$ cat src/rtl/audio_pkg.sv
// Shared types and constants for the audio output path.
package audio_pkg;

    // One signed PCM sample as carried on an audiostream.
    typedef logic signed [15:0] audio_sample_t;

    localparam int unsigned SAMPLE_W = 16;

    // 30 MHz system clock divided down to ~44.1 kHz.
    localparam int unsigned CLK_DIV_44K1 = 680;

    // Sink-side request state: idle, strobing, or waiting for the reply.
    typedef enum logic [1:0] {
        ReqIdle,
        ReqStrobe,
        ReqWait
    } req_state_t;

    // Width needed to hold an occupancy count of 0..depth inclusive.
    function automatic int unsigned count_width(input int unsigned depth);
        return $clog2(depth) + 1;
    endfunction

endpackage

$ cat src/rtl/audio_sample_sink_if.sv
// audiostream: pull-style sample link. The sink pulses strobe to ask for one
// sample; the source answers some cycles later with write plus the sample.
interface audiostream;
    import audio_pkg::*;

    logic          write;
    audio_sample_t sample;
    logic          strobe;

    modport sink (
        input  write,
        input  sample,
        output strobe
    );

    modport source (
        output write,
        output sample,
        input  strobe
    );

endinterface

$ cat src/rtl/audio_sample_sink_sync_fifo.sv
// Single-clock FIFO with occupancy count. Push into a full FIFO is accepted
// only when a pop frees a slot in the same cycle; pop from empty is ignored.
module sync_fifo #(
    parameter int unsigned DEPTH = 16,
    parameter int unsigned WIDTH = 16
) (
    input  logic                   clk,
    input  logic                   reset,
    input  logic                   push,
    input  logic [WIDTH-1:0]       push_data,
    input  logic                   pop,
    output logic [WIDTH-1:0]       pop_data,
    output logic                   full,
    output logic                   empty,
    output logic [$clog2(DEPTH):0] count
);

    localparam int unsigned PTR_W = $clog2(DEPTH);
    localparam int unsigned CNT_W = PTR_W + 1;

    logic [WIDTH-1:0] mem [DEPTH];
    logic [PTR_W-1:0] wr_ptr;
    logic [PTR_W-1:0] rd_ptr;
    logic [CNT_W-1:0] count_q;
    logic             do_push;
    logic             do_pop;

    assign empty    = (count_q == '0);
    assign full     = (count_q == CNT_W'(DEPTH));
    assign do_pop   = pop && !empty;
    assign do_push  = push && (!full || do_pop);
    assign pop_data = mem[rd_ptr];
    assign count    = count_q;

    // Pointer and occupancy update; pointers wrap naturally (DEPTH is 2^n).
    always_ff @(posedge clk or posedge reset) begin
        if (reset) begin
            wr_ptr  <= '0;
            rd_ptr  <= '0;
            count_q <= '0;
        end else begin
            if (do_push) begin
                wr_ptr <= wr_ptr + 1'b1;
            end
            if (do_pop) begin
                rd_ptr <= rd_ptr + 1'b1;
            end
            case ({do_push, do_pop})
                2'b10:   count_q <= count_q + 1'b1;
                2'b01:   count_q <= count_q - 1'b1;
                default: count_q <= count_q;
            endcase
        end
    end

    // Storage array; contents need no reset since count gates visibility.
    always_ff @(posedge clk) begin
        if (do_push) begin
            mem[wr_ptr] <= push_data;
        end
    end

endmodule

$ cat src/rtl/audio_sample_sink.sv
// audio_sample_sink: pulls samples from an audiostream source one request at
// a time, buffers them, and releases one sample per divider tick.
module audio_sample_sink
    import audio_pkg::*;
#(
    parameter int unsigned DEPTH   = 16,           // power of 2, 4..64
    parameter int unsigned CLK_DIV = CLK_DIV_44K1  // >= 8
) (
    input  logic                   clk,
    input  logic                   reset,
    audiostream.sink               src,
    output audio_sample_t          sample_out,
    output logic                   sample_valid,
    output logic [$clog2(DEPTH):0] fill_level,
    output logic                   underrun,
    output logic                   overrun
);

    localparam int unsigned CNT_W = count_width(DEPTH);
    localparam int unsigned DIV_W = $clog2(CLK_DIV);

    logic [DIV_W-1:0] divider;
    logic             tick;

    logic             fifo_full;
    logic             fifo_empty;
    logic [CNT_W-1:0] fifo_count;
    audio_sample_t    fifo_head;

    logic             pop_ok;
    logic             push_ok;
    logic [CNT_W-1:0] count_next;
    logic             room;

    req_state_t       req_state;
    logic             strobe_q;

    audio_sample_t    sample_out_q;
    logic             sample_valid_q;
    logic             underrun_q;
    logic             overrun_q;

    assign tick    = (divider == DIV_W'(CLK_DIV - 1));
    assign pop_ok  = tick && !fifo_empty;
    // A full FIFO still takes a write on a tick because the pop frees a slot.
    assign push_ok = src.write && (!fifo_full || pop_ok);

    // Occupancy after this cycle's push/pop; request decisions use this so a
    // write landing in the same cycle is already accounted for.
    always_comb begin
        count_next = fifo_count + CNT_W'(push_ok) - CNT_W'(pop_ok);
        room       = (count_next <= CNT_W'(DEPTH - 2));
    end

    sync_fifo #(
        .DEPTH (DEPTH),
        .WIDTH (SAMPLE_W)
    ) u_fifo (
        .clk       (clk),
        .reset     (reset),
        .push      (src.write),
        .push_data (src.sample),
        .pop       (tick),
        .pop_data  (fifo_head),
        .full      (fifo_full),
        .empty     (fifo_empty),
        .count     (fifo_count)
    );

    // Request FSM: at most one outstanding request; any write answers it.
    // Strobe comes only from idle or from a wait that was just answered, so
    // it can never be high on two consecutive cycles.
    always_ff @(posedge clk or posedge reset) begin
        if (reset) begin
            req_state <= ReqIdle;
            strobe_q  <= 1'b0;
        end else begin
            strobe_q <= 1'b0;
            unique case (req_state)
                ReqIdle: begin
                    if (room) begin
                        req_state <= ReqStrobe;
                        strobe_q  <= 1'b1;
                    end
                end
                ReqStrobe: begin
                    req_state <= src.write ? ReqIdle : ReqWait;
                end
                ReqWait: begin
                    if (src.write) begin
                        if (room) begin
                            req_state <= ReqStrobe;
                            strobe_q  <= 1'b1;
                        end else begin
                            req_state <= ReqIdle;
                        end
                    end
                end
                default: req_state <= ReqIdle;
            endcase
        end
    end

    // Output-rate divider, output register and status pulses.
    always_ff @(posedge clk or posedge reset) begin
        if (reset) begin
            divider        <= '0;
            sample_out_q   <= '0;
            sample_valid_q <= 1'b0;
            underrun_q     <= 1'b0;
            overrun_q      <= 1'b0;
        end else begin
            divider        <= tick ? '0 : divider + 1'b1;
            sample_valid_q <= tick;
            underrun_q     <= tick && fifo_empty;
            overrun_q      <= src.write && !push_ok;
            if (pop_ok) begin
                sample_out_q <= fifo_head;
            end
        end
    end

    assign src.strobe   = strobe_q;
    assign sample_out   = sample_out_q;
    assign sample_valid = sample_valid_q;
    assign underrun     = underrun_q;
    assign overrun      = overrun_q;
    assign fill_level   = fifo_count;

endmodule

$ cat src/flat_wrapper.sv
// flat-port wrapper written by rule: the top's interface ports become plain ports
module audio_sample_sink_flat import audio_pkg::*;
#(
    parameter int unsigned DEPTH   = 16,                               
    parameter int unsigned CLK_DIV = CLK_DIV_44K1         
)
  (clk, reset, sample_out, sample_valid, fill_level, underrun, overrun, src_write, src_sample, src_strobe);
  audiostream src_i ();
  input  logic clk;
  input  logic reset;
  output audio_sample_t sample_out;
  output logic sample_valid;
  output logic [$clog2(DEPTH):0] fill_level;
  output logic underrun;
  output logic overrun;
  input wire logic [$bits(src_i.write)-1:0] src_write;
  input wire logic [$bits(src_i.sample)-1:0] src_sample;
  output wire logic [$bits(src_i.strobe)-1:0] src_strobe;
  assign src_i.write = src_write;
  assign src_i.sample = src_sample;
  assign src_strobe = src_i.strobe;
  audio_sample_sink #(.DEPTH(DEPTH), .CLK_DIV(CLK_DIV)) u_core (.clk(clk), .reset(reset), .src(src_i), .sample_out(sample_out), .sample_valid(sample_valid), .fill_level(fill_level), .underrun(underrun), .overrun(overrun));
endmodule
$ cat config.mk
export PLATFORM = sky130hd
export DESIGN_NAME = audio_sample_sink_flat
export DESIGN_NICKNAME = d
export VERILOG_FILES = /design/src/rtl/audio_pkg.sv /design/src/rtl/audio_sample_sink_if.sv /design/src/rtl/audio_sample_sink_sync_fifo.sv /design/src/rtl/audio_sample_sink.sv /design/src/flat_wrapper.sv
export SDC_FILE = /design/constraint.sdc
export NUM_CORES = 1
export LEC_CHECK = 0
export BUFFER_PORTS_ARGS = -buffer_cell sky130_fd_sc_hd__buf_2
export CAP_MARGIN = 20
export CORE_MARGIN = 2
export CORE_UTILIZATION = 50
export DETAILED_ROUTE_END_ITERATION = 10
export PLACE_DENSITY = 0.7
export SLEW_MARGIN = 10
export SYNTH_ARGS = -nofsm -noshare
export SYNTH_HDL_FRONTEND = slang
export SYNTH_SLANG_ARGS = --single-unit
$ cat constraint.sdc
create_clock -name clk -period 4.3 [get_ports clk]
set_input_delay 0.645 -clock clk [delete_from_list [all_inputs] [get_ports clk]]
set_output_delay 0.645 -clock clk [all_outputs]
set_load 0.1 [all_outputs]
After elaboration in Yosys (flattened, before gate mapping)
Memories as Yosys holds them, arrays and structs flattened. A register that Yosys moved wholly into a read port is not among the register bits.
Cells that the tools add are included.
Widths: inputs -> output; s select.
- register bits after elaboration: 29
- RAM bits: 256
- bits of input ports: 19
- word-level logic and storage cells: 50
- memories kept: 1
- $add $sub $neg: 7
- order comparisons: 1
- eq/ne operators: 8
- multiplexer cells: 12
- reduce and logical (&&, ||, !) cells: 12
- memories (memory ; depth ; bits a word ; rd ports ; clocked after memory_dff ; write ports ; RTL line ; source):
    u_core.u_fifo.mem ; 16 ; 16 ; 1 ; 1 ; 1 ; audio_sample_sink_sync_fifo.sv:21 ; logic [WIDTH-1:0] mem [DEPTH];
- operators with widths (operator ; number):
    $add 10x1->10 const B ; 1
    $eq 10x10->1 const B ; 1
    $mux 10 ; 1
    $pmux 5 s2 ; 1
    $add 4x1->4 const B ; 2
    $mux 2 ; 3
    $pmux 2 s3 ; 1
    $add 5x1->5 ; 1
    $add 5x1->5 const B ; 1
    $eq 5x5->1 const B ; 1
    $le 5x4->1 const B ; 1
    $logic_not 5->1 ; 1
    $mux 1 ; 5
    $sub 5x1->5 ; 1
    $sub 5x1->5 const B ; 1
    $eq 2x1->1 const B ; 2
    $eq 2x2->1 const B ; 2
    $logic_and 1x1->1 ; 4
    $logic_not 1->1 ; 3
    $logic_not 2->1 ; 1
    $ne 2x1->1 const B ; 1
    $ne 2x2->1 const B ; 1
    $pmux 1 s2 ; 1
    $reduce_and 2->1 ; 1
    other kinds (2) ; 2

Logic depth before layout (Yosys ltp)
Gate-level depths: netlist of the first run.
- word-level depth: 11
- gate-level depth with buffers: 16

Cells and area by module
Synthesis of the first run repeated with hierarchy kept, for this count alone.
- cells, all modules: 612
- area, all modules: 12085.3 µm²
- by module, submodules not included (module ; times used ; cells each ; area each (µm²) ; sequential area each (µm²)):
    sync_fifo ; 1 ; 490 ; 10540.1 ; 8012.7
    audio_sample_sink ; 1 ; 122 ; 1545.2 ; 800.8

Worst setup path after synthesis of the first run
Ideal clock, no wire load.
- kind: register to register
- start point: register u_core.u_fifo.count_q[2] (netlist: u_core.u_fifo.count[2])
- end point: register u_core.req_state[0]
- library setup time: 125 ps
- arrival time: 3470 ps
- required time: 4175 ps
- path slack: 705 ps
- cell stages (with the launch flop): 16
- path buffers: 0
- period minus slack after synthesis: 3595 ps
- cell sequence: dfrtp_1 inv_1 ha_1 nor3b_2 nand2b_1 nand3_1 a21boi_1 inv_1 ha_1 inv_1 fa_1 inv_1 a21oi_1 o21bai_1 xnor2_1 a2111oi_0
- cells in the longest elaborated chain, start to end: 11
- elaborated cells on any way between the ends: 15
- RTL lines (item ; RTL line ; source):
    from (decl) ; audio_sample_sink_sync_fifo.sv:24 ; logic [CNT_W-1:0] count_q;
    from (signal assigned) ; audio_sample_sink_sync_fifo.sv:49 ; 2'b10: count_q <= count_q + 1'b1;
    from (signal assigned) ; audio_sample_sink_sync_fifo.sv:50 ; 2'b01: count_q <= count_q - 1'b1;
    from (signal assigned) ; audio_sample_sink_sync_fifo.sv:51 ; default: count_q <= count_q;
    $logic_not 5->1 ; audio_sample_sink_sync_fifo.sv:28 ; assign empty = (count_q == '0);
    $logic_not 1->1 ; audio_sample_sink.sv:44 ; assign pop_ok = tick && !fifo_empty;
    $logic_and 1x1->1 ; audio_sample_sink.sv:44 ;
    $logic_or 1x1->1 ; audio_sample_sink.sv:46 ; assign push_ok = src.write && (!fifo_full || pop_ok);
    $logic_and 1x1->1 ; audio_sample_sink.sv:46 ;
    $add 5x1->5 ; audio_sample_sink.sv:51 ; count_next = fifo_count + CNT_W'(push_ok) - CNT_W'(pop_ok);
    $sub 5x1->5 (*) ; audio_sample_sink.sv:51 ;
    $le 5x4->1 (*) ; audio_sample_sink.sv:52 ; room = (count_next <= CNT_W'(DEPTH - 2));
    $mux 1 ; audio_sample_sink.sv:91 ; if (room) begin
    $mux 2 ; audio_sample_sink.sv:90 ; if (src.write) begin
    $pmux 2 s3 ; audio_sample_sink.sv:79 ; unique case (req_state)
    to (signal assigned) ; audio_sample_sink.sv:82 ; req_state <= ReqStrobe;
    to (signal assigned) ; audio_sample_sink.sv:92 ; req_state <= ReqStrobe;
    to (signal assigned) ; audio_sample_sink.sv:95 ; req_state <= ReqIdle;
    to (decl) ; audio_sample_sink.sv:35 ; req_state_t req_state;
Every way passes the cells marked *; elsewhere a longest branch is shown, timed or not. The select of a mux whose other input is x is not followed.
A chain may end at the register's enable or synchronous reset.

Worst setup path in the final report of the first run
- start point: register u_core.divider[0]
- end point: register u_core.strobe_q (netlist: u_core.src.strobe)
- cells in the longest elaborated chain, start to end: 10
- RTL lines (item ; RTL line ; source):
    from (decl) ; audio_sample_sink.sv:22 ; logic [DIV_W-1:0] divider;
    from (signal assigned) ; audio_sample_sink.sv:113 ; divider <= tick ? '0 : divider + 1'b1;
    $eq 10x10->1 (*) ; audio_sample_sink.sv:43 ; assign tick = (divider == DIV_W'(CLK_DIV - 1));
    named net u_core.tick ; audio_sample_sink.sv:23 ; logic tick;
    $logic_and 1x1->1 (*) ; audio_sample_sink.sv:44 ;
    $logic_or 1x1->1 ; audio_sample_sink.sv:46 ;
    $logic_and 1x1->1 ; audio_sample_sink.sv:46 ;
    $add 5x1->5 ; audio_sample_sink.sv:51 ;
    $sub 5x1->5 (*) ; audio_sample_sink.sv:51 ;
    $le 5x4->1 (*) ; audio_sample_sink.sv:52 ;
    $mux 1 (*) ; audio_sample_sink.sv:81, audio_sample_sink.sv:91 ;
    $mux 1 ; audio_sample_sink.sv:90 ;
    $pmux 1 s2 (*) ; audio_sample_sink.sv:79 ;
    to (signal assigned) ; audio_sample_sink.sv:78 ; strobe_q <= 1'b0;
    to (signal assigned) ; audio_sample_sink.sv:83 ; strobe_q <= 1'b1;
    to (signal assigned) ; audio_sample_sink.sv:93 ; strobe_q <= 1'b1;
    to (decl) ; audio_sample_sink.sv:36 ; logic strobe_q;
The timed path passes the listed nets; every way through them passes the cells marked *.

==> results of run 1 <==
## registers in the layout, indices dropped and copies added (netlist names), 2 cells and up
name / count
u_core.divider: 10
u_core.req_state: 2
u_core.sample_out: 16
u_core.u_fifo.count: 5
u_core.u_fifo.mem: 256
u_core.u_fifo.rd_ptr: 4
u_core.u_fifo.wr_ptr: 4
## critical path, stage by stage (launching register included)
cell       delay [ns]
dfrtp_1          0.37
ha_1             0.25
nand4_1          0.16
or4_1            0.68
inv_2            0.15
nand3_1          0.19
a21boi_1         0.21
inv_1            0.08
ha_1             0.16
inv_1            0.05
fa_1             0.39
inv_1            0.07
a21oi_1          0.05
o21bai_1         0.16
xnor2_1          0.11
a2111oi_0        0.42
## layer usage
| metal | wire length [um] | up-vias | share of wire |
|---|---|---|---|
| met3 | 1580 | 37 | 0.064 |
| met1 | 9700 | 3104 | 0.39 |
| li1 | - | 2513 | - |
| met2 | 12800 | 210 | 0.52 |
| met5 | 0 | - | 0 |
| met4 | 512 | 0 | 0.021 |
## synth_stat cells (all sizes together) (9+ instances only)
library cell	instances	share of area
ha	14	0.015
inv	13	0.0041
buf	12	0.0074
and2	9	0.0047
nor2	21	0.0065
xnor2	16	0.012
dfrtp	45	0.094
mux2	17	0.016
edfxtp	256	0.64
clkbuf	15	0.0047
nand2	10	0.0031
mux4	80	0.15
nand3	12	0.0050
## layout make-up
type	instances	area, um2
antenna	1	2.50
clock buffer	35	801
clock inverter	21	368
fill	1716	9670
inverter	13	48.8
multi-input combinational	244	3050
sequential	301	8820
tap	319	399
timing repair buffer	65	393
## cells in the final DEF, fill, tap and decap left out, types with 4 or more instances in the layout
| cell type | instances |
|---|---|
| a21oi_1 | 5 |
| and2_1 | 9 |
| and3_1 | 7 |
| buf_2 | 43 |
| buf_4 | 21 |
| bufinv_16 | 10 |
| clkbuf_16 | 31 |
| dfrtp_1 | 43 |
| edfxtp_1 | 256 |
| ha_1 | 14 |
| inv_1 | 11 |
| mux2_2 | 17 |
| mux4_2 | 80 |
| nand2_1 | 10 |
| nand3_1 | 12 |
| nand4_1 | 4 |
| nor2_1 | 17 |
| nor2_2 | 4 |
| xnor2_1 | 16 |
| xor2_1 | 5 |
## logic make-up after synthesis
logic type | Yosys count | synth area share
XOR/XNOR | 21 | 0.0153
adder cells (fa/ha/maj) | 16 | 0.0179
flip-flops | 301 | 0.732
AO/OA/AOI/OAI | 30 | 0.0175
buffers and inverters | 40 | 0.0161
AND/OR/NAND/NOR | 78 | 0.0343
multiplexers | 99 | 0.167
## power breakdown
part           leakage, nW  switching [mW]  internal, mW  total (mW)
Clock                0.564            1.08          1.93        3.01
Combinational         1.31           0.663         0.309       0.972
Sequential            2.90           0.139          3.47        3.61
## final timing paths
path,cells after the start,endpoint,startpoint,slack (ns)
worst min register to register,1,u_core.divider[0]$_DFF_PP0_,u_core.divider[0]$_DFF_PP0_,0.47
worst min-delay path,2,u_core.divider[5]$_DFF_PP0_,reset,0.14
worst max register to register,15,u_core.src.strobe$_DFF_PP0_,u_core.divider[0]$_DFF_PP0_,0.65
worst max-delay path,15,u_core.src.strobe$_DFF_PP0_,u_core.divider[0]$_DFF_PP0_,0.65
min in group clk,1,u_core.divider[0]$_DFF_PP0_,u_core.divider[0]$_DFF_PP0_,0.47
max in group asynchronous,3,u_core.u_fifo.rd_ptr[2]$_DFFE_PP0N_,reset,3.33
==> impl_metrics.csv, run 1 <==
group,metric,value,unit
floorplanning,die_w,159,um
grt,grt_max_degree,42,
floorplanning,core-area,0.0235,mm2
yosys,syn_inst,585,
yosys,seq_area_frac_synth,0.732,
critical_path,cp-start-kind,"flop",
grt,antenna_found_initial,1,
final_layout,final_util,0.589,
timing,skew,0.0182,ns
timing,max_slew_margin,0.269,
timing,max_freq,274,MHz
cts,tritoncts,"built",
placement,io_buffers,43,
grt,grt_overflow,0,
final_layout,syn_to_final_growth,15.2,%
detailed_routing,wl_per_cell,24.6,um
grt,top_usage_layer,"met2",
detailed_routing,drtIter0Drc,512,
critical_path,setup.worst_path.end_class,"flop",
timing,fin_tns_setup,0,ns
timing,setup_violations,0,
placement,dp_cells,942,
timing,period_needed,3.65,ns
pwr,finalPower,7.59,mW
cts,clock_path_buffers,3,
yosys,ys_warn_count,0,
cts,cts_resized,0,
detailed_routing,dr.pass1.iters,6,
cts,cts_sinks,301,
floorplanning,dieArea,0.0253,mm2
detailed_routing,drt_wl_total,24.6,mm
grt,met2_usage,0.347,
critical_path,critPathRequiredTime,4.70,ns
cts,clk_latency,0.55,ns
yosys,ys_async_sr_fraction,0.150,
grt,grt_pass1_wl,37.7,mm
cts,cts.clk_slew.worst_paths,0.07,ns
final_layout,nets,690,
detailed_routing,vias_per_cell,5.87,
yosys,syn-cell-area,0.0120,mm2
placement,dp_hpwl,14.2,mm
grt,grt.total_usage,0.199,
detailed_routing,via_count,5864,
critical_path,crit_fanout,7,
critical_path,path_class,"flop to flop",
grt,grt_pass1_vias,6060,
final_layout,final_cell_area,0.0139,mm2
min_path,hold_class,"input port to async pin",
cts,post_cts_buffers,0,
cts,cts_hold_buffers,0,
timing,fin_crit_sh,0.850,
placement,gp_congestion,0.830,
timing,worstMarginPinSlew,1.10,ns
yosys,postSynthAreaPerCell,20.6,um2
placement,pre_cts_ws,0.661,ns
final_layout,layout-drive-gt1-share,0.327,
detailed_routing,drc_errors,0,
pwr,peakVddDrop,0.429,mV
timing,rsz0062_at_grt,"false",
critical_path,arrival,4.05,ns
yosys,ys_types,48,
final_layout,stdcell_count,999,
timing,hold_viol,0,
cts,root_buffer,"clkbuf_16",
yosys,synth_seq_cells,301,
timing,fin_ws,0.646,ns
floorplanning,ioPinCount,44,
grt,gr-usage-met1,0.263,
timing,slew_violations,0,
run,maxCapViolations,0,
pwr,p_per_area,547,mW/mm2
timing,fin_hold_ws,0.142,ns
cts,h-tree-depth,1,
detailed_routing,antenna_left,0,
floorplanning,num_rows,56,
floorplanning,fp.dieH,159,um
run_status,status,"complete, no violations",
pwr,leakage,4.77,nW
placement,placed_area,0.0127,mm2
yosys,syn_nets,620,
cts,cts_buffers,30,
grt,use_met3,0.0359,
yosys,synth_edf_count,256,
yosys,synth_top_flop_cell,"edfxtp_1",
floorplanning,floorplan.initialDensity,0.512,
(Power assumes the default switching activity.)
==> run 2, diff against run 1 <==
ABC_AREA = 1   (was default)
PLACE_DENSITY = 0.72   (was 0.7)
clock period = 3.22 ns   (was 4.3 ns; I/O delays follow)
==> run 2 against run 1 <==
Compared with the run above:
- utilization shrank 0.82 points
- critical path depth unchanged
- critical endpoint unchanged
- largest power group unchanged
- die area grew 7.3%
==> impl_metrics.csv, run 2 <==
group,metric,value,unit
yosys,synth_top_flop_cell,"edfxtp_1",
floorplanning,die_w,165,um
timing,hold_viol,0,
placement,gp_congestion,0.841,
pwr,peakVddDrop,0.434,mV
critical_path,crit_fanout,6,
cts,cts_sinks,301,
cts,h-tree-depth,1,
run,maxCapViolations,0,
critical_path,max_stage_delay,0.42,ns
detailed_routing,vias_per_cell,5.35,
critical_path,cp-start-kind,"flop",
final_layout,stdcell_count,1634,
grt,grt_overflow,0,
floorplanning,ioPinCount,44,
timing,max_freq,352,MHz
timing,worstMarginPinSlew,0.843,ns
timing,skew,0.0208,ns
final_layout,nets,1313,
critical_path,path_class,"flop to flop",
floorplanning,dieArea,0.0272,mm2
detailed_routing,drtIter0Drc,1006,
detailed_routing,drc_errors,0,
yosys,yosysTopAreaCell,"edfxtp_1",
yosys,syn_inst,1226,
yosys,synthMuxAreaShare,0,
detailed_routing,dr.pass1.iters,5,
final_layout,layout-drive-gt1-share,0.127,
cts,tritoncts,"built",
yosys,synthSimpleGateAreaFrac,0.226,
final_layout,most-common-layout-cells,"nand2_1 (420), edfxtp_1 (256), nand3_1 (147)",
timing,fin_ws,0.382,ns
placement,dp_cells,1573,
grt,grt_pass1_wl,46.8,mm
final_layout,multi_input_area,0.00352,mm2
yosys,synth_top_area_frac,0.594,
floorplanning,floorplan.initialDensity,0.511,
yosys,ys_warn_count,0,
final_layout,largest_reg_flops,256,
yosys,synth_edf_count,256,
yosys,ys_async_sr_fraction,0.150,
cts,cts_hold_buffers,0,
grt,antenna_found_initial,3,
yosys,synthAdderAreaFrac,0.0166,
critical_path,critPathSlowestCell,"dfrtp_1",
final_layout,syn_to_final_growth,13.7,%
timing,rsz0062_at_grt,"false",
yosys,synth_seq_cells,301,
timing,slew_violations,0,
detailed_routing,antenna_left,0,
timing,setup_violations,0,
timing,max_slew_margin,0.437,
yosys,syn-cell-area,0.0129,mm2
yosys,ys_types,38,
final_layout,seq_area,0.00882,mm2
run_status,status,"complete, no violations",
cts,cts_resized,0,
critical_path,path_cells,"ha_1 > nand2_2 > inv_2 > nand2_1 > nor2_2 > nand3_2 > nand3_2 > nand2_4 > ha_1 > inv_1 > fa_1 > nor3b_1 > nand3_1 > nor2_1 > nor2_1",
yosys,syn_nets,1261,
cts,root_buffer,"clkbuf_16",
final_layout,largest-register,"u_core.u_fifo.mem",
pwr,finalPower,9.81,mW
grt,grt.total_usage,0.228,
yosys,synthXorXnorAreaFrac,0.00744,
yosys,synth_compound_area_frac,0.0189,
yosys,postSynthAreaPerCell,10.6,um2
yosys,synth_top_family_by_area,"simple AND/OR/NAND/NOR gates",
placement,dp_hpwl,17.4,mm
critical_path,critPathRequiredTime,3.66,ns
grt,grt_max_degree,130,
cts,cts_buffers,31,
pwr,p_per_area,666,mW/mm2
detailed_routing,drt_wl_total,30.3,mm
yosys,seq_area_frac_synth,0.681,
cts,clk_latency,0.57,ns
cts,clock_path_buffers,3,
timing,fin_tns_setup,0,ns
critical_path,arrival,3.28,ns
pwr,leakage,6.10,nW
floorplanning,core-area,0.0253,mm2
timing,fin_crit_sh,0.881,
floorplanning,fp.dieH,165,um
detailed_routing,via_count,8744,
yosys,yosysMostFrequentCell,"nand2_1",
grt,grt_pass1_vias,8497,
floorplanning,num_rows,58,
timing,period_needed,2.84,ns
final_layout,final_common_cell,"nand2_1",
cts,cts.clk_slew.worst_paths,0.06,ns
yosys,yosys-top-cells-count,"nand2_1 (420), edfxtp_1 (256), nand3_1 (147)",
placement,pre_cts_ws,0.503,ns
detailed_routing,wl_per_cell,18.5,um
final_layout,fillers,2093,
critical_path,setup.worst_path.end_class,"flop",
yosys,synth_area_leaders,"edfxtp_1 (59%), nand2_1 (12%), dfrtp_1 (8.7%), nand3_1 (5.7%), nor2_1 (2.8%)",
min_path,hold_class,"input port to flop",
cts,post_cts_buffers,0,
placement,io_buffers,43,
run 2: changes by cell type in the layout (fill, tap and decap cells not counted), moves of 9 or more:
| cell | change |
|---|---|
| and2_1 | -9 |
| clkinv_1 | +10 |
| inv_1 | +77 |
| mux2_2 | -17 |
| mux4_2 | -80 |
| nand2_1 | +410 |
| nand3_1 | +135 |
| nor2_1 | +62 |
| nor2_2 | +13 |
| o21ai_1 | +26 |
| xnor2_1 | -15 |
run 2: critical path: cells and delay by family, from the launching register on:
family | cells | cell delay, ns
adder cells (fa/ha/maj) | 3 | 0.84
buffers and inverters | 2 | 0.17
flip-flops | 1 | 0.42
AND/OR/NAND/NOR | 10 | 1.30
run 2: report_power, final:
part / total (mW) / internal (mW) / leakage (nW) / switching, mW
sequential: 4.77 / 4.63 / 2.91 / 0.135
clock: 3.59 / 2.15 / 0.502 / 1.43
combinational: 1.46 / 0.379 / 2.69 / 1.08
total: 9.81 / 7.16 / 6.10 / 2.65
run 2: routing by layer:
| metal | part of all wire | vias to the layer above | GRT usage |
|---|---|---|---|
| met3 | 0.075 | 69 | 0.0424 |
| met4 | 0.029 | 4 | 0.0688 |
| met5 | 0.00086 | - | 0 |
| li1 | - | 4167 | - |
| met2 | 0.47 | 313 | 0.374 |
| met1 | 0.42 | 4191 | 0.311 |
run 2: worst paths after layout:
check | cells past startpoint | from | slack, ns | endpoint
min in group asynchronous | 3 | reset | 0.36 | u_core.underrun$_DFF_PP0_
max in group asynchronous | 4 | reset | 2.38 | u_core.u_fifo.rd_ptr[1]$_DFFE_PP0N_
worst max register to register | 15 | u_core.divider[0]$_DFF_PP0_ | 0.38 | u_core.src.strobe$_DFF_PP0_
worst max-delay path | 15 | u_core.divider[0]$_DFF_PP0_ | 0.38 | u_core.src.strobe$_DFF_PP0_
worst min register to register | 2 | u_core.sample_out[4]$_DFFE_PP0N_ | 0.48 | u_core.sample_out[4]$_DFFE_PP0N_
worst min-delay path | 3 | src_write | 0.29 | u_core.req_state[1]$_DFFE_PP0P_
run 2: per-stage QoR:
stage | area [um2] | util | hold WS [ns]
after global placement | 13700 | 0.540 | 0.465
after global routing | 14700 | 0.581 | 0.299
after detailed placement | 13700 | 0.540 | 0.468
after CTS | 14700 | 0.580 | 0.177
final | 14700 | 0.581 | 0.289
after floorplan | 12900 | - | 0.473
run 2: cell type report:
type	count	share of cell area
Clock inverter	22	0.0154
Tap cell	330	0.0281
Antenna cell	1	0.000170
Multi-Input combinational cell	769	0.239
Timing Repair Buffer	73	0.0377
Clock buffer	36	0.0540
Inverter	102	0.0265
Sequential cell	301	0.599
run 2: cell families (layout without fill, tap and decap cells):
family	Yosys count	after routing
AO/OA/AOI/OAI	48	48
flip-flops	301	301
other	0	1
buffers and inverters	156	233
XOR/XNOR	11	11
adder cells (fa/ha/maj)	16	16
AND/OR/NAND/NOR	694	694
==> run 3, diff against run 2 <==
--- a/config.mk
+++ b/config.mk
@@ -7,3 +7,2 @@
 export LEC_CHECK = 0
-export ABC_AREA = 1
 export BUFFER_PORTS_ARGS = -buffer_cell sky130_fd_sc_hd__buf_2
==> constraint.sdc (replaced) <==
create_clock -name clk -period 3.22 [get_ports clk]
set_input_delay 0.322 -clock clk [delete_from_list [all_inputs] [get_ports clk]]
set_output_delay 0.322 -clock clk [all_outputs]
set_load 0.1 [all_outputs]
==> run 3 against run 2 <==
Compared with the run above:
- global-route usage down 3.5 points
- critical path depth decreased by 2
- fmax decreased by 7.2%
- sequential power grew 1%
- via count fell by 32%
- combinational power hardly changed
- largest cell class unchanged
==> impl_metrics.csv, run 3 (same netlist as run 1, synthesis figures left out) <==
group,metric,value,unit
run_status,status,"complete, no violations",
cts,clock_path_buffers,3,
floorplanning,floorplan.initialDensity,0.512,
detailed_routing,drt_wl_total,24.2,mm
final_layout,syn_to_final_growth,15.7,%
pwr,p_per_area,691,mW/mm2
timing,max_slew_margin,0.390,
cts,h-tree-depth,1,
pwr,leakage,4.80,nW
cts,cts_buffers,29,
floorplanning,fp.dieH,159,um
pwr,p_sw,2.58,mW
final_layout,largest_reg_flops,256,
timing,hold_viol,0,
critical_path,arrival,3.49,ns
floorplanning,dieArea,0.0253,mm2
critical_path,path_cells,"ha_1 > nand4_1 > or4_4 > inv_2 > nand3_1 > buf_4 > clkinvlp_4 > ha_4 > nor2b_1 > o21a_1 > o211a_1 > a311o_1 > o2bb2ai_1",
timing,fin_hold_ws,0.128,ns
final_layout,layout-drive-gt1-share,0.357,
critical_path,path_class,"flop to flop",
pwr,p_int,7.05,mW
placement,gp_congestion,0.802,
grt,antenna_found_initial,1,
final_layout,largest-register,"u_core.u_fifo.mem",
critical_path,critPathSlowestCell,"or4_4",
floorplanning,num_rows,56,
critical_path,max_stage_delay,0.56,ns
detailed_routing,drtIter0Drc,596,
cts,cts_sinks,301,
detailed_routing,antenna_left,0,
final_layout,stdcell_count,1018,
critical_path,critPathRequiredTime,3.65,ns
grt,grt_pass1_vias,6210,
pwr,pwr-share-seq,0.502,
floorplanning,core-area,0.0235,mm2
timing,fin_tns_setup,0,ns
timing,skew,0.0291,ns
timing,max_freq,327,MHz
timing,worstMarginPinSlew,0.913,ns
run,maxCapViolations,0,
critical_path,setup.worst_path.end_class,"flop",
final_layout,final_util,0.592,
pwr,peakVddDrop,0.483,mV
final_layout,final_common_cell,"edfxtp_1",
cts,clk_latency,0.57,ns
detailed_routing,via_count,5908,
cts,tritoncts,"built",
pwr,clkPwrFrac,0.347,
grt,grt_pass1_wl,37.2,mm
detailed_routing,vias_per_cell,5.80,
timing,setup_violations,0,
min_path,hold_class,"input port to flop",
grt,grt.total_usage,0.193,
grt,grt_max_degree,67,
floorplanning,ioPinCount,44,
detailed_routing,wl_per_cell,23.7,um
timing,fin_crit_sh,0.949,
grt,grt_overflow,0,
pwr,sw_frac_of_total,0.268,
final_layout,most-common-layout-cells,"edfxtp_1 (256), mux4_2 (80), buf_2 (43)",
timing,period_needed,3.06,ns
pwr,p_comb_frac,0.151,
critical_path,worst-path-buf-inv,3,
critical_path,crit_fanout,4,
detailed_routing,dr.pass1.iters,6,
final_layout,nets,711,
placement,io_buffers,43,
floorplanning,die_w,159,um
critical_path,cp_top_family,"simple AND/OR/NAND/NOR gates",
critical_path,r2r_setup_slack,0.16,ns
critical_path,cp-start-kind,"flop",
cts,root_buffer,"clkbuf_16",
detailed_routing,drc_errors,0,
timing,slew_violations,0,
cts,cts.clk_slew.worst_paths,0.07,ns
placement,dp_cells,960,
placement,dp_hpwl,14.2,mm
run 3: changes by cell type in the layout (fill, tap and decap cells not counted), moves of 8 or more:
cell,before,now
nand2_1,420,10
nand3_1,147,12
mux4_2,0,80
inv_1,88,10
nor2_1,79,17
o21ai_1,29,3
buf_4,20,38
mux2_2,0,17
nor2_2,17,4
xnor2_1,1,14
and2_1,0,9
clkinv_1,13,5
nand2_2,8,0
run 3: worst paths after layout:
kind / endpoint / cells past startpoint / from
min reg2reg: u_core.sample_out[3]$_DFFE_PP0N_ / 1 / u_core.sample_out[3]$_DFFE_PP0N_
min in group asynchronous: u_core.sample_out[13]$_DFFE_PP0N_ / 3 / reset
max: u_core.u_fifo.count[4]$_DFFE_PP0N_ / 13 / u_core.divider[0]$_DFF_PP0_
min: u_core.u_fifo.mem[1][12]$_DFFE_PP_ / 1 / src_sample[12]
max in group asynchronous: u_core.sample_out[7]$_DFFE_PP0N_ / 4 / reset
max reg2reg: u_core.u_fifo.count[4]$_DFFE_PP0N_ / 13 / u_core.divider[0]$_DFF_PP0_
run 3: what timing repair did:
item / CTS / global route
setup endpoints to repair: 1 / 4
hold buffers: 1 / 0
pin swaps: 1 / 3
gates resized for setup: 2 / 11
hold endpoints to repair: 5 / 0
buffers inserted: 0 / 3
run 3: layout make-up:
class / instances / area (um2)
Antenna cell: 1 / 2.50
Clock buffer: 34 / 744
Clock inverter: 19 / 189
Fill cell: 1705 / 9610
Inverter: 13 / 52.6
Multi-Input combinational cell: 244 / 3110
Sequential cell: 301 / 8830
Tap cell: 319 / 399
Timing Repair Buffer: 87 / 611
run 3: metrics by stage:
| step | total power, mW | area, um2 | setup WS, ns |
|---|---|---|---|
| 4_1_cts | 9.56 | 13800 | 0.0209 |
| 5_1_grt | 9.98 | 13900 | -0.0929 |
| 3_3_place_gp | 6.14 | 12900 | 0.0947 |
| 2_1_floorplan | 5.76 | 12100 | 0.0108 |
| 3_5_place_dp | 6.22 | 12900 | -0.0695 |
| 6_report | 9.63 | 13900 | 0.163 |
run 3: metal layers:
layer | vias up | track usage | share of wire
met1 | 3096 | 0.263 | 0.40
met3 | 42 | 0.0323 | 0.063
met5 | - | 0 | 0
li1 | 2570 | - | -
met4 | 0 | 0.0504 | 0.024
met2 | 200 | 0.328 | 0.51
run 3: power by group through the flow:
| stage | registers, mW | clock network (mW) | logic [mW] |
|---|---|---|---|
| finish | 4.84 | 3.34 | 1.45 |
| detailed placement | 4.90 | 0 | 1.32 |
| global placement | 4.87 | 0 | 1.28 |
| CTS | 4.83 | 3.39 | 1.35 |
| floorplan | 5.06 | 0 | 0.707 |
| global route | 4.86 | 3.56 | 1.56 |
